--- src/rtl/pipe_stall_ctrl.sv ---
// Central stall/flush controller for the 5-stage core: stall encoding, exception redirect FSM,
// consecutive-stall timeout flag. Optional stall-cycle counter behind macro STALL_PERF_EN.
module pipe_stall_ctrl #(
  parameter logic [31:0] EXC_BASE  = 32'h0000_0020,
  parameter int          TIMEOUT_W = 8
) (
  input  logic        clk,
  input  logic        rst,
  input  logic        stallreq_if,
  input  logic        stallreq_id,
  input  logic        stallreq_ex,
  input  logic        stallreq_mem,
  input  logic        exc_valid,
  input  logic        exc_eret,
  input  logic [31:0] epc,
  output logic [5:0]  stall,
  output logic        flush,
  output logic [31:0] new_pc,
  output logic        stall_timeout
`ifdef STALL_PERF_EN
  ,
  output logic [31:0] stall_cycles
`endif
);

  typedef enum logic [1:0] {
    IDLE    = 2'd0,
    FLUSH   = 2'd1,
    RECOVER = 2'd2
  } state_t;

  localparam logic [TIMEOUT_W-1:0] CNT_MAX = '1;

  state_t               state_reg, state_next;
  logic                 flush_reg, flush_next;
  logic [31:0]          new_pc_reg, new_pc_next;
  logic [TIMEOUT_W-1:0] cnt_reg, cnt_next;
  logic                 timeout_reg, timeout_next;
  logic [3:0]           req_vec;
  logic [5:0]           stall_enc;
  logic                 any_req;
  logic                 in_flush;

  assign req_vec  = {stallreq_mem, stallreq_ex, stallreq_id, stallreq_if};
  assign any_req  = |req_vec;
  assign in_flush = (state_reg == FLUSH);

  // Stage bit gi is held when any requester at or beyond stage gi-1 asks; OR of the
  // per-requester thermometer codes is the same as picking the highest requester.
  genvar gi;
  generate
    for (gi = 0; gi < 6; gi++) begin : g_stall
      if (gi == 5) begin : g_wb
        assign stall_enc[gi] = 1'b0;
      end else if (gi < 2) begin : g_front
        assign stall_enc[gi] = any_req;
      end else begin : g_back
        assign stall_enc[gi] = |req_vec[3:gi-1];
      end
    end
  endgenerate

  assign stall = (rst && !in_flush) ? stall_enc : 6'b000000;

  always_comb begin
    state_next  = state_reg;
    new_pc_next = new_pc_reg;
    case (state_reg)
      IDLE: begin
        // A MEM-stage wait keeps the excepting instruction in place, so defer the take.
        if (exc_valid && !stallreq_mem) begin
          state_next  = FLUSH;
          new_pc_next = exc_eret ? epc : EXC_BASE;
        end
      end
      FLUSH:   state_next = RECOVER;
      RECOVER: state_next = IDLE;
      default: state_next = IDLE;
    endcase
    flush_next = (state_next == FLUSH);
  end

  always_comb begin
    cnt_next = cnt_reg;
    if (in_flush || !any_req) begin
      cnt_next = '0;
    end else if (cnt_reg != CNT_MAX) begin
      cnt_next = cnt_reg + TIMEOUT_W'(1);
    end
    timeout_next = timeout_reg | (cnt_next == CNT_MAX);
  end

  always_ff @(posedge clk or negedge rst) begin
    if (!rst) begin
      state_reg   <= IDLE;
      flush_reg   <= 1'b0;
      new_pc_reg  <= 32'h0000_0000;
      cnt_reg     <= '0;
      timeout_reg <= 1'b0;
    end else begin
      state_reg   <= state_next;
      flush_reg   <= flush_next;
      new_pc_reg  <= new_pc_next;
      cnt_reg     <= cnt_next;
      timeout_reg <= timeout_next;
    end
  end

  assign flush         = flush_reg;
  assign new_pc        = new_pc_reg;
  assign stall_timeout = timeout_reg;

`ifdef STALL_PERF_EN
  logic [31:0] stall_cycles_reg;

  always_ff @(posedge clk or negedge rst) begin
    if (!rst) begin
      stall_cycles_reg <= 32'h0000_0000;
    end else if (stall[0]) begin
      stall_cycles_reg <= stall_cycles_reg + 32'd1;
    end
  end

  assign stall_cycles = stall_cycles_reg;
`endif

endmodule

--- config.mk ---
export PLATFORM = sky130hd
export DESIGN_NAME = pipe_stall_ctrl
export DESIGN_NICKNAME = d
export VERILOG_FILES = /design/src/rtl/pipe_stall_ctrl.sv
export SDC_FILE = /design/constraint.sdc
export NUM_CORES = 1
export LEC_CHECK = 0
export BUFFER_PORTS_ARGS = -buffer_cell sky130_fd_sc_hd__buf_4
export CAP_MARGIN = 5
export CORE_ASPECT_RATIO = 1.2
export CORE_MARGIN = 10
export CORE_UTILIZATION = 32
export CTS_CLUSTER_DIAMETER = 150
export DETAILED_ROUTE_END_ITERATION = 16
export PLACE_DENSITY_LB_ADDON = 0.15
export SYNTH_ARGS = -nofsm -noshare
export SYNTH_HDL_FRONTEND = slang
export SYNTH_SLANG_ARGS = --single-unit
--- constraint.sdc ---
create_clock -name clk -period 1.4 [get_ports clk]
set_input_delay 0.28 -clock clk [delete_from_list [all_inputs] [get_ports clk]]
set_output_delay 0.28 -clock clk [all_outputs]
set_load 0.01 [all_outputs]
=== Word-level counts from Yosys, hierarchy flattened ===
Index checks and enable logic that the tools add are counted.

* Add/sub/neg operators: 1
* Multipliers: 0
* Divide/modulo/power cells: 0
* Magnitude comparators: 0
* Equality and inequality tests: 4
* Shift operators: 0
* Muxes and demuxes: 6
* Bitwise operators: 1
* Reductions and logical operators: 11

{| class="wikitable"
|+ Operators with widths
! cell !! number
|-
| 32-bit 2-to-1 mux || 1
|-
| 8-bit 2-to-1 mux || 2
|-
| 8-bit by 1-bit adder with 8-bit output, second input constant || 1
|-
| 8-bit == test, second input constant || 1
|-
| 8-bit inequality test, second input constant || 1
|-
| 5-bit 2-to-1 mux || 1
|-
| 2-bit by 1-bit == test with 1-bit output, second input constant || 2
|-
| 2-bit case mux with 2 select lines || 1
|-
| 4-bit OR reduction || 1
|-
| 1-bit logical NOT || 3
|-
| 3-bit OR reduction || 1
|-
| 1-bit logical AND || 2
|-
| 2-bit logical NOT || 1
|-
| 2-bit 2-to-1 mux || 1
|-
| 2-bit AND reduction || 1
|-
| 2-bit OR reduction || 1
|-
| 1-bit logical OR || 1
|-
| 1-bit bitwise OR || 1
|}

* Flip-flop bits (word level): 44
* Bits in latches: 0
* RAM bits: 0
* Memory bits (read-only): 0
* Input bits: 40
* Memories kept: 0

=== Logic depth before layout (Yosys ltp) ===
* Word-level depth: 6
* Mapped depth: 6

=== Least setup slack after synthesis ===
No wires, ideal clock.

* Path type: reg2reg
* Start point: reg state_reg[0]
* End point: reg new_pc_reg[5] (netlist: new_pc[5])
* Library setup time: 0.130 ns
* Arrival: 1.263 ns
* Data required time: 1.270 ns
* Setup slack: 0.007 ns
* Cell stages (with the launch flop): 6
* Buffers on the path: 2
* Clock period less this slack: 1.393 ns
* Path through: dfrtp_1 or4b_1 buf_2 clkinv_4 buf_6 a31oi_1

* Longest elaborated chain between the ends: 2

{| class="wikitable"
|+ Ends and longest elaborated chain
! what !! line !! source
|-
| start, declared || 34 || <nowiki>state_t state_reg, state_next;</nowiki>
|-
| start signal, assigned || 101 || <nowiki>state_reg <= state_next;</nowiki>
|-
| 2-bit logical NOT || 68 || <nowiki>case (state_reg)</nowiki>
|-
| 2-bit AND reduction (no source line) || -- ||
|-
| end signal, assigned || 103 || <nowiki>new_pc_reg <= new_pc_next;</nowiki>
|-
| end, declared || 36 || <nowiki>logic [31:0] new_pc_reg, new_pc_next;</nowiki>
|}

Every way passes these cells.
A chain may end at the register's enable or synchronous reset.

=== Worst setup path in the final report ===
* Start point: reg state_reg[1]
* End point: reg new_pc_reg[17] (netlist: new_pc[17])

The elaborated chain is that of the path after synthesis.

==> impl_metrics.csv <==
group,metric,value,unit
setup_path,crit_top_cell,"nand2_1",
global_routing,grt_pass1_wl,8960,microns
route,drt_iter0_drc,74,
synth,synth_xor_area_frac,0.00916,
setup_path,path_class,"register to register",
global_routing,grt_pass1_vias,1775,
timing,drv_slew,0,
clock_network,cts_max_level,2,
synth,synth_top_family_by_area,"simple AND/OR/NAND/NOR gates",
synth,synthTopCellsByArea,"dfrtp_1 (58%), nand2_1 (13%), nand3_1 (8.6%), nor2_1 (2.6%), buf_2 (2.1%)",
power_and_ir_drop,total_power,3.41,mW
place,finalWeightedCongestion,0.860,
clock_network,cts_tree,"yes",
route,ant_nets,0,
global_routing,grt_max_degree,43,
setup_path,path_max_fanout,18,
synth,ys_seq_elements,44,
setup_path,path_cells,"or4b_4 -> buf_12 -> nand2_1 -> nand2_1",
place,placed_area,2630,sq um
setup_path,crit_slowest_cell,"or4b_4",
cells_and_area,drive_above_1_share,0.452,
synth,synth_area,1910,sq um
synth,muxShareOfSynthArea,0,
global_routing,grt_antenna_before_repair,0,
synth,syn_nets,246,
clock_network,clkSinkCount,44,
route,wirelength,5580,microns
die,dieArea,9480,sq um
route,dr.pass1.iters,4,
place,place.detailed.hpwl,3980,microns
clock_network,cts_buffer_depth,2,
route,post_drt_wl_per_cell,14.7,microns
power_and_ir_drop,power_density,1170,nW/um^2
cells_and_area,seqCellArea,1100,sq um
timing,grt_setup_unrepaired,"yes",
timing,max_slew_margin,0.631,
clock_network,cts-root-buf,"clkbuf_8",
setup_path,cp.arrival,1.68,ns
cells_and_area,fillCellCount,574,
timing,fin_skew,0.00506,ns
synth,synth_cell_types,30,
die,std_cell_rows,30,
die,die_w,90.6,microns
worst_hold_path,hold_class,"input port to async pin",
synth,syn_inst,205,
timing,setup_violations,35,
setup_path,max_stage_delay,0.66,ns
cells_and_area,fin_nets,340,
timing,fin_ws,-0.0849,ns
power_and_ir_drop,ir_drop,0.598,mV
flow_run,drv_cap,0,
place,io_buffers,78,
die,fp.coreArea,5740,sq um
die,die_y,105,microns
run_status,status,"complete, but fails checks",
synth,syn_avg_cell_area,9.33,sq um
timing,fin_crit_sh,1.06,
synth,synth_fa_ha_area_frac,0.00654,
run_status,violations,"setup timing",
global_routing,track_usage,0.113,
setup_path,cp-end-kind,"register",
clock_network,clkTransAtPathRegs,0.08,ns
synth,yosysTopAreaCell,"dfrtp_1",
timing,tightest_slew,0.553,ns
synth,synth_compound_area_frac,0.0647,
cells_and_area,finalInstanceArea,2930,sq um
route,drt-vias-per-instance,4.48,
cells_and_area,final_common_cell,"buf_4",
timing,timing.fmax,673,MHz
synth,ys_warn_count,0,
clock_network,clk_latency,0.29,ns
synth,synth_top_area_share,0.576,
timing,hold_viol,0,
cells_and_area,final_cell_mix,"buf_4 (94), nand2_1 (52), dfrtp_1 (41)",
synth,synth_simple_gate_area_frac,0.283,
clock_network,numCtsBuffers,5,
cells_and_area,syn_to_final_growth,52.9,%
cells_and_area,multiInputGateArea,805,sq um
route,route.detailed.drc,0,
setup_path,cp_data_required_time,1.59,ns
die,ios,80,
cells_and_area,largest_reg_flops,32,
setup_path,start_kind,"register",
route,vias,1698,
cells_and_area,diodes,0,
power_and_ir_drop,p_leak,1.56,nW
synth,ys_seq_area_frac,0.576,
timing,period_needed,1.48,ns
global_routing,gr-total-overflow,0,
die,initial_core_util,0.333,
final timing paths:
path | end | startpoint | depth (start not counted) | slack, ns
worst max-delay path | new_pc[17] | state_reg[1] | 4 | -0.08
worst min-delay path | cnt_reg[4] | rst | 2 | 0.08
worst max register to register | new_pc[17] | state_reg[1] | 4 | -0.08
worst min register to register | new_pc[30] | new_pc[30] | 2 | 0.47
max in group asynchronous | cnt_reg[2] | rst | 2 | 0.89
min in group clk | new_pc[9] | epc[9] | 3 | 0.20
report_power, final:
part / internal [mW] / switching [mW] / total, mW
Combinational: 0.524 / 0.451 / 0.975
Clock: 0.338 / 0.439 / 0.777
Sequential: 1.47 / 0.186 / 1.66
Total: 2.33 / 1.08 / 3.41
final cells by class:
type,instances,share of cell area
clock buffers,5,0.0235
clock inverters,2,0.00428
inverters,5,0.0107
multi-input cells,143,0.275
flip-flops and latches,44,0.378
well taps,80,0.0342
repair buffers,99,0.269
repair inverters,1,0.00556
routing by layer:
metal | vias up | GRT usage | wire length, microns
met5 | - | 0 | 0
met4 | 0 | 0.0342 | 52
met3 | 5 | 0.0401 | 359
met2 | 44 | 0.185 | 2780
met1 | 785 | 0.137 | 2400
li1 | 864 | - | -
Yosys cell counts:
master and count:
buf_6 3, o21a_1 1, nand4b_1 1, a31oi_1 5, nor2b_1 1, a21oi_1 2, xnor2_1 1, o21ai_0 2
o31a_1 1, inv_1 4, o2111a_1 1, xor2_1 1, o21bai_1 1, nor3_1 3, o41ai_4 1, nand4_1 2
and3_1 3, conb_1 1, dfrtp_1 44, nand3_1 33, ha_1 1, nand2_1 65, or4b_1 1, or3_1 1
nor2_1 13, buf_2 8, clkinv_4 1, a41o_1 1, buf_4 2, nand2b_1 1
through the flow:
stage	cells	TNS [ns]	setup WS, ns	hold WS, ns	utilization
floorplan	205	0	0.00713	-0.0156	-
finish	379	-2.13	-0.0849	0.0798	0.509
detailed placement	366	-3.96	-0.155	0.0890	0.458
global route	379	-3.90	-0.143	0.148	0.509
CTS	377	-2.35	-0.0888	0.117	0.484
global placement	366	-2.70	-0.0939	0.0870	0.458
critical path: cells and delay by family (launching register included):
family | cells | cell delay (ns)
DFF | 1 | 0.39
and+or+nand+nor | 3 | 0.78
buffers and inverters | 1 | 0.21
kinds of logic (layout without fill, tap and decap cells):
family / after synthesis / in the layout
adder cells (fa/ha/maj): 1 / 1
buffers and inverters: 18 / 112
other: 1 / 1
XOR/XNOR: 2 / 2
flip-flops: 44 / 44
AND/OR/NAND/NOR: 124 / 124
AO/OA/AOI/OAI: 15 / 15
timing repair:
item                                    4_1_cts  5_1_grt
endpoints found under the hold margin         2        0
setup buffers                                 2        1
resized for setup                            10       33
hold buffers                                  1        0
cloned                                        1        1
pin swaps                                     0       16
endpoints found under the setup margin       38       42
Note: power is estimated with default switching activity, not from simulation.
